==> src/rtl/pwr_seq_pkg.sv <==
// Shared definitions for the audio pipeline power/enable sequencer.
// Benches and the controller use the same state encoding and default timings.
package pwr_seq_pkg;

    localparam logic [2:0] S_OFF      = 3'd0;
    localparam logic [2:0] S_SETTLE   = 3'd1;
    localparam logic [2:0] S_FILL     = 3'd2;
    localparam logic [2:0] S_RUN      = 3'd3;
    localparam logic [2:0] S_DRAIN    = 3'd4;
    localparam logic [2:0] S_COOLDOWN = 3'd5;

    typedef enum logic [2:0] {
        ST_OFF      = S_OFF,
        ST_SETTLE   = S_SETTLE,
        ST_FILL     = S_FILL,
        ST_RUN      = S_RUN,
        ST_DRAIN    = S_DRAIN,
        ST_COOLDOWN = S_COOLDOWN
    } state_e;

    localparam int unsigned DEF_SETTLE_CYCLES   = 5;
    localparam int unsigned DEF_FILL_CYCLES     = 4;
    localparam int unsigned DEF_DRAIN_MAX       = 8;
    localparam int unsigned DEF_COOLDOWN_CYCLES = 3;

    typedef struct packed {
        logic pdm_clk_en;
        logic fe_en;
        logic nn_en;
        logic ready;
        logic busy;
    } seq_out_t;

    function automatic int unsigned max4(input int unsigned a, input int unsigned b,
                                         input int unsigned c, input int unsigned d);
        int unsigned m;
        m = a;
        if (b > m) m = b;
        if (c > m) m = c;
        if (d > m) m = d;
        return m;
    endfunction

endpackage

==> src/rtl/pwr_seq.sv <==
// Power/enable sequencer: ordered bring-up of PDM clock, front-end and NN,
// drain of in-flight inference on disable, and a cooldown lockout.
module pwr_seq
    import pwr_seq_pkg::*;
#(
    parameter int unsigned SETTLE_CYCLES   = DEF_SETTLE_CYCLES,
    parameter int unsigned FILL_CYCLES     = DEF_FILL_CYCLES,
    parameter int unsigned DRAIN_MAX       = DEF_DRAIN_MAX,
    parameter int unsigned COOLDOWN_CYCLES = DEF_COOLDOWN_CYCLES
) (
    input  logic clk_i,
    input  logic rst_i,
    input  logic en_i,
    input  logic nn_busy_i,
    output logic pdm_clk_en_o,
    output logic fe_en_o,
    output logic nn_en_o,
    output logic ready_o,
    output logic busy_o
);

    localparam int unsigned CNT_BW =
        $clog2(max4(SETTLE_CYCLES, FILL_CYCLES, DRAIN_MAX, COOLDOWN_CYCLES) + 1);

    localparam logic [CNT_BW-1:0] SETTLE_LAST   = CNT_BW'(SETTLE_CYCLES - 1);
    localparam logic [CNT_BW-1:0] FILL_LAST     = CNT_BW'(FILL_CYCLES - 1);
    localparam logic [CNT_BW-1:0] DRAIN_LAST    = CNT_BW'(DRAIN_MAX - 1);
    localparam logic [CNT_BW-1:0] COOLDOWN_LAST = CNT_BW'(COOLDOWN_CYCLES - 1);
    localparam logic [CNT_BW-1:0] CNT_SAT       = {CNT_BW{1'b1}};

    state_e            state_q, state_d;
    logic [CNT_BW-1:0] cnt_q;
    seq_out_t          outs;

    always_ff @(posedge clk_i or posedge rst_i) begin
        if (rst_i) begin
            state_q <= ST_OFF;
            cnt_q   <= '0;
        end else begin
            state_q <= state_d;
            // Untimed states (OFF, RUN) can dwell indefinitely, so saturate
            // instead of wrapping.
            if (state_d != state_q)
                cnt_q <= '0;
            else if (cnt_q != CNT_SAT)
                cnt_q <= cnt_q + CNT_BW'(1);
        end
    end

    always_comb begin
        state_d = state_q;
        case (state_q)
            ST_OFF:
                if (en_i) state_d = ST_SETTLE;
            ST_SETTLE:
                // A dropped enable wins over a timer expiry in the same cycle.
                if (!en_i)                    state_d = ST_COOLDOWN;
                else if (cnt_q == SETTLE_LAST) state_d = ST_FILL;
            ST_FILL:
                if (!en_i)                  state_d = ST_COOLDOWN;
                else if (cnt_q == FILL_LAST) state_d = ST_RUN;
            ST_RUN:
                if (!en_i) state_d = ST_DRAIN;
            ST_DRAIN:
                // en_i is deliberately not looked at: a drain always finishes.
                if (!nn_busy_i || cnt_q == DRAIN_LAST) state_d = ST_COOLDOWN;
            ST_COOLDOWN:
                if (cnt_q == COOLDOWN_LAST) state_d = ST_OFF;
            default:
                state_d = ST_OFF;
        endcase
    end

    always_comb begin
        outs = '0;
        case (state_q)
            ST_SETTLE: begin
                outs.pdm_clk_en = 1'b1;
                outs.busy       = 1'b1;
            end
            ST_FILL: begin
                outs.pdm_clk_en = 1'b1;
                outs.fe_en      = 1'b1;
                outs.busy       = 1'b1;
            end
            ST_RUN: begin
                outs.pdm_clk_en = 1'b1;
                outs.fe_en      = 1'b1;
                outs.nn_en      = 1'b1;
                outs.ready      = 1'b1;
                outs.busy       = 1'b1;
            end
            ST_DRAIN: begin
                outs.pdm_clk_en = 1'b1;
                outs.fe_en      = 1'b1;
                outs.nn_en      = 1'b1;
                outs.busy       = 1'b1;
            end
            ST_COOLDOWN:
                outs.busy = 1'b1;
            default:
                outs = '0;
        endcase
    end

    assign pdm_clk_en_o = outs.pdm_clk_en;
    assign fe_en_o      = outs.fe_en;
    assign nn_en_o      = outs.nn_en;
    assign ready_o      = outs.ready;
    assign busy_o       = outs.busy;

endmodule

==> config.mk <==
export PLATFORM = sky130hd
export DESIGN_NAME = pwr_seq
export DESIGN_NICKNAME = d
export VERILOG_FILES = /design/src/rtl/pwr_seq_pkg.sv /design/src/rtl/pwr_seq.sv
export SDC_FILE = /design/constraint.sdc
export NUM_CORES = 1
export LEC_CHECK = 0
export BUFFER_PORTS_ARGS = -buffer_cell sky130_fd_sc_hd__buf_2
export CORE_ASPECT_RATIO = 1.1
export CORE_MARGIN = 5
export CORE_UTILIZATION = 30
export CTS_CLUSTER_DIAMETER = 100
export DETAILED_ROUTE_END_ITERATION = 8
export SYNTH_ARGS = -nofsm -noshare
export SYNTH_HDL_FRONTEND = slang
export SYNTH_SLANG_ARGS = --single-unit
==> constraint.sdc <==
create_clock -name clk_i -period 3.8 [get_ports clk_i]
set_input_delay 0.95 -clock clk_i [delete_from_list [all_inputs] [get_ports clk_i]]
set_output_delay 0.95 -clock clk_i [all_outputs]
set_load 0.03 [all_outputs]
==> results of run 1 <==
-- through the flow --
stage,instances,total power [W],utilization (%)
finish,87,0.000487,34.0
global route,87,0.000537,34.0
CTS,87,0.000495,34.0
detailed placement,83,0.000427,32.5
global placement,83,0.000422,32.5
floorplan,61,0.000383,-
-- synthesized netlist by cell type --
master / n / area, um^2
sky130_fd_sc_hd__and2_2: 1 / 7.51
sky130_fd_sc_hd__nor4_1: 1 / 6.26
sky130_fd_sc_hd__o21ba_2: 1 / 10.0
sky130_fd_sc_hd__a2111oi_0: 1 / 8.76
sky130_fd_sc_hd__buf_4: 3 / 22.5
sky130_fd_sc_hd__o31a_1: 1 / 8.76
sky130_fd_sc_hd__ha_1: 3 / 37.5
sky130_fd_sc_hd__dfrtp_1: 7 / 175
sky130_fd_sc_hd__nor2_1: 4 / 15.0
sky130_fd_sc_hd__o21ai_0: 2 / 10.0
sky130_fd_sc_hd__nand3_1: 2 / 10.0
sky130_fd_sc_hd__a21oi_1: 3 / 15.0
sky130_fd_sc_hd__or3_1: 1 / 6.26
sky130_fd_sc_hd__o32ai_1: 1 / 8.76
sky130_fd_sc_hd__nor3_1: 6 / 30.0
sky130_fd_sc_hd__mux2i_1: 1 / 10.0
sky130_fd_sc_hd__nand4bb_1: 1 / 11.3
sky130_fd_sc_hd__o22a_1: 1 / 8.76
sky130_fd_sc_hd__nand2_1: 5 / 18.8
sky130_fd_sc_hd__nand2b_1: 2 / 12.5
sky130_fd_sc_hd__nand3b_1: 2 / 15.0
sky130_fd_sc_hd__xnor2_1: 2 / 17.5
sky130_fd_sc_hd__o32ai_4: 1 / 27.5
sky130_fd_sc_hd__nor3b_1: 2 / 15.0
sky130_fd_sc_hd__inv_1: 5 / 18.8
sky130_fd_sc_hd__a31oi_1: 1 / 6.26
sky130_fd_sc_hd__buf_6: 1 / 11.3
-- layout make-up --
class	instances	area, um^2
sequential	7	175
inverter	5	18.8
multi-input combinational	45	317
fill	187	1160
tap	18	22.5
timing repair buffer	8	40.0
clock buffer	4	26.3
-- cell usage in the layout, fill, tap and decap left out --
cell,n
sky130_fd_sc_hd__a31oi_1,1
sky130_fd_sc_hd__a2111oi_0,1
sky130_fd_sc_hd__or3_1,1
sky130_fd_sc_hd__clkbuf_1,1
sky130_fd_sc_hd__nand4bb_1,1
sky130_fd_sc_hd__o21ai_0,2
sky130_fd_sc_hd__o31a_1,1
sky130_fd_sc_hd__mux2i_1,1
sky130_fd_sc_hd__nand2b_1,2
sky130_fd_sc_hd__inv_1,5
sky130_fd_sc_hd__nor3b_1,2
sky130_fd_sc_hd__dfrtp_1,7
sky130_fd_sc_hd__clkbuf_4,3
sky130_fd_sc_hd__o21ba_2,1
sky130_fd_sc_hd__ha_1,3
sky130_fd_sc_hd__nor4_1,1
sky130_fd_sc_hd__nor2_1,4
sky130_fd_sc_hd__nand3_1,2
sky130_fd_sc_hd__o32ai_1,1
sky130_fd_sc_hd__buf_2,8
sky130_fd_sc_hd__o32ai_4,1
sky130_fd_sc_hd__nand3b_1,2
sky130_fd_sc_hd__xnor2_1,2
sky130_fd_sc_hd__nor3_1,6
sky130_fd_sc_hd__nand2_1,5
sky130_fd_sc_hd__and2_2,1
sky130_fd_sc_hd__o22a_1,1
sky130_fd_sc_hd__a21oi_1,3
-- sequential cells by signal (all words and copies together), names as in the netlist --
register  cells
cnt_q         4
state_q       3
-- layer usage --
metal / GRT usage, % / part of all wire [%]
met2: 14.7 / 49
met1: 9.26 / 44
met4: 2.55 / 0
met5: 0 / 0
met3: 4.36 / 7.1
-- final timing paths --
check                      startpoint          to  slack, ns  cells after the start
max                        state_q[1]     nn_en_o       1.40                      4
min                             rst_i  state_q[2]       0.62                      2
max reg2reg                  cnt_q[1]    cnt_q[1]       2.19                      5
min reg2reg                  cnt_q[0]    cnt_q[0]       0.64                      2
max in group asynchronous       rst_i    cnt_q[1]       2.97                      2
min in group clk_i           cnt_q[0]    cnt_q[0]       0.64                      2
-- power groups by stage --
stage / sequential [W] / combinational, W / clock (W)
2_1_floorplan: 0.000121 / 0.000262 / 0
3_3_place_gp: 0.000159 / 0.000263 / 0
3_5_place_dp: 0.000160 / 0.000267 / 0
4_1_cts: 0.000159 / 0.000269 / 0.0000680
5_1_grt: 0.000166 / 0.000297 / 0.0000744
6_report: 0.000159 / 0.000263 / 0.0000647
-- logic make-up (layout without fill, tap and decap cells) --
logic type / after synthesis / after routing / share of synthesized area (%)
DFF: 7 / 7 / 32.2
and+or+nand+nor: 27 / 27 / 27.1
AOI/OAI and AO/OA: 12 / 12 / 19.1
muxes: 1 / 1 / 1.84
xor gates and xnor gates: 2 / 2 / 3.22
adders and majority gates: 3 / 3 / 6.90
buffers and inverters: 9 / 17 / 9.66
-- worst reg2reg max path: stages, from the launching register on --
cell and delay [ns]:
sky130_fd_sc_hd__dfrtp_1 0.42, sky130_fd_sc_hd__ha_1 0.27, sky130_fd_sc_hd__inv_1 0.06, sky130_fd_sc_hd__o31a_1 0.30, sky130_fd_sc_hd__o32ai_4 0.32, sky130_fd_sc_hd__nor3_1 0.11
==> results by stage, run 1 <==
Setup path:
- Walking the worst path, the cells encountered are nor2_1 > nand2_1 > o21ai_0 > buf_2.
- The highest net fanout along the worst path is 11.
- The largest incremental delay on the critical path is 0.48 ns.
- The kind of cell with the highest combined delay along the critical path is flip-flops.
- The required time of the worst setup path is 2.85 ns.
- The worst path buffer plus inverter count is 1.
- The category of the worst setup path launch point is a flop.
- The critical path in this run is classified as reg -> out.
- The slowest stage of the critical path is the sky130_fd_sc_hd__dfrtp_1 cell.
- For the worst setup path, the data arrival time is 1.45 ns.
- STA classifies the critical path endpoint as a primary output.

GRT:
- The number of antenna violations at the first check in global routing is 0.
- The global route total overflow is 0.
- Entering global routing, the biggest net connects 12 pins.
- The global-route usage over all layers is 8.57%.
- The via count of the first global-routing pass was 441.
- The global-route wire length before repair is 1.78 mm.

Yosys:
- A synthesized cell averages 8.92 um^2.
- The number of synthesized register bits is 7.
- The area of the mapped netlist is 544 um^2.
- The synthesized netlist contains 27 unique library cells.
- Summing the sequential cell areas from Yosys gives 32.2% of the chip area.
- The count of yosys warnings during synthesis is 0.
- The synthesized instance count is 61.
- The synthesized netlist net count is 68.

Pwr:
- Combinational logic is responsible for 54.0% of the overall power.
- In this run the power spent charging and discharging nets is 0.000239 W.
- The standby leakage power is 0.266 nW.
- The internal portion of the total power is 0.000248 W.
- In this run, flip-flops and latches consume 32.7% of the power.
- The largest voltage drop on the vdd net is 284 uV.
- Per report_power, the clock group accounts for 13.3% of the total.
- The switching share of power is 49.1%.
- Dividing total power by cell area gives a power density of 813 mW/mm^2.

Worst hold path:
- The tightest min-delay check is of the in -> async type.

Cells and area:
- The finished layout cell area is 599 um^2.
- The number of antenna diodes in the final layout is 0.
- At the end of the flow, the number of nets in the layout was 77.
- The area growth from synthesis to layout is 10.1%.
- In the final layout, the share of cells above drive strength 1 is 20.3%.

Floorplan:
- The initial core utilization is 30.9%.
- During I/O placement, the number of pins put on the boundary was 9.
- The floorplan step set the die width to 50.6 um.
- Row generation in the floorplan step produced 16 rows.
- The die covers 0.00277 mm^2.
- The total area inside the core boundary comes to 0.00176 mm^2.
- The floorplan step set the die height to 54.7 um.

Clock tree:
- In this run, CTS created clock tree buffers numbering 3.
- Once the clock tree was built, the setup fixing pass inserted 0 buffers.
- The CTS tree is yes.
- The maximum buffer depth of the clock tree is 2.
- Hold repair after CTS inserted 0 buffers.
- The clock root buffer is sky130_fd_sc_hd__clkbuf_4.
- Counting every sink on the clock net gives 7.
- The maximum level of the CTS H-tree is 1.
- After clock tree synthesis, the repair step resized 0 gates.
- After clock tree synthesis, the clock-pin slew on the worst setup and hold paths is 0.05 ns.
- The later pin in the worst-skew pair is clocked with a latency of 0.25 ns.

STA:
- The minimum clock period after layout is 2.40 ns.
- The worst clock skew is 0.00322 ns.
- Dividing the final minimum period by the clock period gives 63.2%.
- Based on the critical path, the design can be clocked at up to 417 MHz.
- The number of pins exceeding their max-slew limit in the final report is 0.
- The hold violation count in the final report is 0.
- Setup repair after global routing left no endpoint under its margin.
- The setup slack after layout is 1.40 ns.
- The worst slack on hold paths is 0.621 ns.
- In this run the tightest slew margin relative to its limit is 75.9%.
- At the pin with the least slew margin, the transition time is 0.352 ns.
- The accumulated negative setup slack is 0 ns.
- The count of final setup violators is 0.

Detailed routing:
- The via density per instance is 5.33.
- The final layout contains routed wiring with a total length of 1.00 mm.
- The final route contains 464 vias.
- The number of DRC markers after the initial detailed-route iteration is 5.
- The post-detailed-route DRC marker count is 0.
- The detail-routed net length per standard cell is 11.5 um.
- The first detailed-routing pass took 2 iterations.
- The detail route stage leaves a number of antenna-violating nets equal to 0.

Placed design:
- The congestion estimate from routability-driven global placement came to 0.848.
- The post-place setup slack is 1.66 ns.
- The HPWL after detailed placement is 833 um.
- The number of buffers added on ports is 8.
- After detailed placement, the total cell area comes to 573 um^2.

Status:
- The flow ran to the end, and the final reports show no timing, DRC or antenna violations.

Run:
- Max-cap violations in this run came to 0.
No activity file was read; power rests on OpenSTA's default activity.
==> run 2: changes to the inputs <==
==> constraint.sdc (replaced) <==
create_clock -name clk_i -period 2.05 [get_ports clk_i]
set_input_delay 0.5125 -clock clk_i [delete_from_list [all_inputs] [get_ports clk_i]]
set_output_delay 0.5125 -clock clk_i [all_outputs]
set_load 0.03 [all_outputs]
==> results by stage, run 2 (same netlist as run 1, synthesis figures left out) <==
Worst hold path:
- In this run the worst hold path is classified as in -> async.

Placed design:
- Once detailed placement completed, the half-perimeter wirelength came to 833 um.
- The final estimated routing congestion in global placement is 0.849.
- The number of instances in the placed design is 83.
- The number of buffers added on ports is 8.
- The placement-stage cell area is 573 um^2.

STA:
- The clock arrives with 0.00322 ns of skew.
- The worst slew margin relative to its limit is 75.9%.
- The worst path in the final design needs a cycle of 1.91 ns, including I/O delays and setup.
- The count of final setup violators is 0.
- The number of pins exceeding their max-slew limit in the final report came to 0.
- Timing would allow up to 524 MHz.
- Setup repair after global routing left no endpoint under its margin.
- The hold violation count in the final report is 0.
- The final clock period utilization by the worst path is 93.0%.
- Setup total negative slack on the finished layout was measured at 0 ns.
- The slew at the pin with the worst max-slew slack is 0.352 ns.

Clock tree:
- Clock-pin slew was measured on the worst setup and hold paths at 0.05 ns.
- Buffers added to address setup during post-CTS repair amount to 0.
- The clock net sink count is 7.
- The number of buffers added to fix hold violations after cts is 0.
- In this run the number of H-tree levels came out at 1.
- The post-CTS resize count is 0.
- In this run, CTS created clock tree buffers numbering 3.
- The clock root buffer is sky130_fd_sc_hd__clkbuf_4.
- TritonCTS built the clock tree.
- In this run the deepest clock path goes through 2 buffers.
- At the later pin of the worst-skew pair, clock insertion delay measures 0.25 ns.

Detailed routing:
- The met2 wire length is 486 um.
- In this run, the number of DRC markers left after iteration 0 of detailed routing was 4.
- The highest layer touched by signal routing is met3.
- The post-detailed-route DRC marker count is 0.
- In the final routing, the length of wire on met1 measures 435 um.
- The routed wire length on met3 is 71 um.
- In this run the remaining antenna-violating nets after routing total 0.
- The routed layout has 463 vias.
- The via density per instance is 5.32.
- The detail-routed net length per standard cell is 11.4 um.
- For this block, the routed nets add up to 992 um of wire.
- The number of iterations in the first detailed-routing pass is 2.

Setup path:
- The largest incremental delay on the critical path is 0.48 ns.
- The worst register-to-register path ends at cnt_q[1].
- The signal on the critical path passes through nor2_2 > nand2_1 > o21ai_0 > buf_2.
- The cell family contributing the most delay on the critical path is flip-flops.
- The critical path ends at nn_en_o.
- The type of the worst setup path is reg -> out.
- The category of the worst setup path launch point is a flop.
- In this run the register-to-register setup slack is 0.44 ns.
- The worst path buffer plus inverter count is 1.
- The highest net fanout along the worst path is 11.
- At the worst endpoint, the arrival time is 1.39 ns.
- The beginning of the worst register-to-register path is cnt_q[1].
- The worst reg-to-reg path cell count is 5.
- The critical path runs through a total of 4 cells.
- The required time of the worst setup path is 1.54 ns.
- The beginning of the critical path is state_q[1].
- The type of element capturing the critical path is a primary output.
- Among all stages on the critical path, the largest delay is contributed by sky130_fd_sc_hd__dfrtp_1.

Cells and area:
- The library cells used most frequently in the layout, excluding fill and tap cells, are sky130_fd_sc_hd__buf_2 (8), sky130_fd_sc_hd__dfrtp_1 (7), sky130_fd_sc_hd__nor3_1 (6).
- Leaving out fill and tap cells, the most frequent cell in the layout is sky130_fd_sc_hd__buf_2.
- More flip-flops sit in one register than any other, and that register is cnt_q.
- The finished layout cell area is 602 um^2.
- The number of antenna cells inserted is 0.
- The count of nets after finishing is 77.
- Relative to the synthesized area, the layout overhead comes to 10.6%.
- The share of final-layout standard cells stronger than drive strength 1 is 21.7%.
- The final core area utilization is 34.2%.
- The flip-flop count of the largest register after layout is 4.
- The post-route non-filler standard cell count is 87.
- The largest registers in the layout are cnt_q (4), state_q (3).

Floorplan:
- The die extent in y is 54.7 um.
- The core region area is 0.00176 mm^2.
- The initial utilization of the core area, before any placement, comes to 30.9%.
- The total I/O pin count is 9.
- After floorplanning, the core was divided into 16 placement rows.
- In this run the horizontal extent of the chip is 50.6 um.
- The floorplan step defined a die boundary enclosing 0.00277 mm^2.

Pwr:
- The power consumption is 0.000905 W.
- The largest voltage drop on the vdd net is 527 uV.
- The standby leakage power is 0.266 nW.
- The power density relative to cell area is 1500 mW/mm^2.

Status:
- The run finished with clean final reports.

GRT:
- The largest net degree at the start of global routing is 12.
- The global route total overflow is 0.
- The number of antenna violations at the first check in global routing came to 0.
- The first global-routing pass estimated 1.78 mm of wire.
- The via count of the first global-routing pass is 441.
- The global-route usage over all layers is 8.57%.

Run:
- Max-cap violations in this run came to 0.
==> run 2: cell counts in the layout (fill, tap and decap cells not counted) <==
No cell type changed its count.
==> run 2: per-stage QoR <==
| step | hold WS, ns | setup slack [ns] |
|---|---|---|
| floorplan | 0.316 | 0.273 |
| global placement | 0.450 | 0.384 |
| CTS | 0.185 | 0.0705 |
| global route | 0.192 | 0.0113 |
| detailed placement | 0.453 | 0.343 |
| finish | 0.183 | 0.143 |
==> run 2: final cells by class <==
| cell class | instances | area, um^2 |
|---|---|---|
| clock buffers | 4 | 26.3 |
| fillers | 186 | 1160 |
| inverters | 5 | 18.8 |
| repair buffers | 8 | 40.0 |
| well taps | 18 | 22.5 |
| flip-flops and latches | 7 | 175 |
| multi-input cells | 45 | 319 |
==> run 2: worst min-delay path by stage <==
stage                      from          to  depth (start not counted)
after floorplan           rst_i    cnt_q[0]                          1
after global placement    rst_i  state_q[2]                          2
after detailed placement  rst_i  state_q[1]                          2
after CTS                 rst_i  state_q[1]                          2
after global routing      rst_i  state_q[1]                          2
final                     rst_i  state_q[2]                          2
==> run 2: power by group <==
| group | switching, W | internal [W] | total, W |
|---|---|---|---|
| clock | 0.0000459 | 0.0000740 | 0.000120 |
| sequential | 0.000106 | 0.000190 | 0.000296 |
| combinational | 0.000292 | 0.000197 | 0.000489 |
| total | 0.000444 | 0.000461 | 0.000905 |
==> run 2: layer usage <==
layer  global-route usage (%)  up-vias
li1                         -      234
met1                     9.26      218
met2                     14.7       11
met3                     4.36        0
met4                     2.55        0
met5                        0        -
==> run 3: changes to the inputs <==
==> constraint.sdc (replaced) <==
create_clock -name clk_i -period 2.05 [get_ports clk_i]
set_input_delay 0.41 -clock clk_i [delete_from_list [all_inputs] [get_ports clk_i]]
set_output_delay 0.41 -clock clk_i [all_outputs]
set_load 0.03 [all_outputs]
==> results by stage, run 3 (same netlist as run 1, synthesis figures left out) <==
Detailed routing:
- The number of routed nets with antenna violations is 0.
- The post-detailed-route DRC marker count is 0.
- The number of DRC markers after the initial detailed-route iteration is 5.
- Using the TritonRoute via totals, the vias-per-cell ratio works out to 5.01.
- The detail-routed net length per standard cell is 12.1 um.
- The vias after detailed routing is 436.
- The routed wire length is 1.06 mm.
- The number of iterations in the first detailed-routing pass is 3.

Clock tree:
- The clock-pin transition on the worst setup and hold timing paths is 0.05 ns.
- CTS placed an instance of sky130_fd_sc_hd__clkbuf_4 at the clock tree root.
- The clock net sink count is 7.
- The maximum buffer depth of the clock tree is 2.
- In this run the number of H-tree levels came out at 1.
- The CTS tree is yes.
- The number of setup buffers added after CTS is 0.
- Once the clock tree was built, the resizer swapped 0 gates to a different size.
- Buffers inserted during clock tree synthesis total 3.
- Buffers inserted to repair hold after CTS numbered 0.
- The clock latency reported for the late side of the worst-skew pair is 0.24 ns.

Cells and area:
- In the final layout, the share of cells above drive strength 1 is 20.3%.
- The register with the most flip-flops in the layout has 4 of them.
- The largest registers in the layout are cnt_q (4), state_q (3).
- Counting flops per register, the top entry is cnt_q.
- The filler cells instantiated in the layout total 194.
- The area growth from synthesis to layout is 10.1%.
- The number of antenna cells inserted is 0.
- The library cells used most frequently in the layout, excluding fill and tap cells, are sky130_fd_sc_hd__buf_2 (8), sky130_fd_sc_hd__dfrtp_1 (7), sky130_fd_sc_hd__nor3_1 (6).
- The most common cell after layout, fill and taps aside is sky130_fd_sc_hd__buf_2.
- The final layout contains 77 nets.

STA:
- Setup repair after global routing left no endpoint under its margin.
- The upper clock frequency limit is 523 MHz.
- The accumulated negative setup slack is 0 ns.
- Setup violations remaining at the end of the flow were counted as 0.
- The hold violation count in the final report is 0.
- The worst slew margin relative to its limit is 75.4%.
- Clock skew on the completed layout was measured at 0.000176 ns.
- On the final layout, the worst hold slack is 0.0823 ns.
- The number of pins exceeding their max-slew limit in the final report came to 0.
- The final critical path takes up 93.3% of the cycle.
- The minimum clock period after layout is 1.91 ns.
- The slew at the pin with the worst max-slew slack is 0.360 ns.

Setup path:
- Data arrives at the worst endpoint at 1.50 ns.
- STA classifies the critical path endpoint as a primary output.
- For the worst setup path, the data required time is 1.64 ns.
- In this run the worst path has a maximum fanout of 11.
- The critical path in this run is classified as reg -> out.
- The worst setup path is launched from a flop.

Floorplan:
- The horizontal extent of the die is 50.6 um.
- The floorplan has 16 rows.
- The die outline area is 0.00277 mm^2.
- In this run the vertical extent of the chip is 54.7 um.
- The initial core utilization is 30.9%.
- After floorplanning, the core was sized to cover 0.00176 mm^2.
- The total I/O pin count is 9.

GRT:
- The number of antenna violations at the first check in global routing came to 0.
- The largest net degree at the start of global routing is 12.
- The global-route wire length before repair is 1.81 mm.
- The via count of the first global-routing pass came to 415.
- The global-route usage over all layers is 8.79%.
- The global route total overflow is 0.

Pwr:
- The standby leakage power is 0.266 nW.
- The largest voltage drop on the vdd net is 675 uV.
- Dividing total power by cell area gives a power density of 1510 mW/mm^2.

Run:
- The max-capacitance violation count is 0.

Placed design:
- The half-perimeter wire length after placement is 895 um.
- Routability-driven placement finished with a final weighted congestion of 0.754.
- The number of buffers added on ports is 8.

Worst hold path:
- The type of the worst min-delay path is in -> async.

Status:
- The flow ran to the end, and the final reports show no timing, DRC or antenna violations.
==> run 3: cell counts in the layout (fill, tap and decap cells not counted) <==
Identical to the previous run, type by type.
==> run 3: worst paths after layout <==
| check | cells past startpoint | to | slack (ns) | start |
|---|---|---|---|---|
| setup / recovery | 4 | nn_en_o | 0.14 | state_q[1] |
| hold / removal | 2 | state_q[1] | 0.08 | rst_i |
| setup reg to reg | 5 | cnt_q[2] | 0.46 | cnt_q[1] |
| hold reg to reg | 2 | cnt_q[0] | 0.63 | cnt_q[0] |
| max in group asynchronous | 2 | cnt_q[1] | 1.76 | rst_i |
| min in group clk_i | 2 | state_q[2] | 0.44 | en_i |
==> run 3: stage by stage <==
step                utilization [%]  setup slack, ns  power [W]  instances  instance area [um^2]
finish                         34.0            0.138   0.000906         87                   599
global route                   34.0         0.000343    0.00100         87                   599
CTS                            34.0            0.116   0.000924         87                   599
detailed placement             32.5            0.381   0.000801         83                   573
global placement               32.5            0.417   0.000792         83                   573
floorplan                         -            0.376   0.000711         61                   544
==> run 3: cell type report <==
class	instances	area, um^2	share of cell area (%)
Clock buffer	4	26.3	4.38
Tap cell	18	22.5	3.76
Timing Repair Buffer	8	40.0	6.68
Inverter	5	18.8	3.13
Multi-Input combinational cell	45	317	52.8
Sequential cell	7	175	29.2
==> run 3: critical path, cell delays in order, from the launching register on <==
cell,delay (ns)
sky130_fd_sc_hd__dfrtp_1,0.48
sky130_fd_sc_hd__nor2_1,0.26
sky130_fd_sc_hd__nand2_1,0.17
sky130_fd_sc_hd__o21ai_0,0.12
sky130_fd_sc_hd__buf_2,0.22
==> run 3: report_power, final <==
part	internal (W)	switching [W]	leakage, nW
Combinational	0.000197	0.000294	0.162
Clock	0.0000738	0.0000443	0.0150
Sequential	0.000190	0.000108	0.0889
Total	0.000461	0.000446	0.266
==> run 3: layer usage <==
layer,routed length [um],up-vias,GRT usage [%]
met5,0,-,0
met4,0,0,1.28
met3,76,0,4.09
met2,522,10,15.1
met1,457,197,10.2
li1,-,229,-
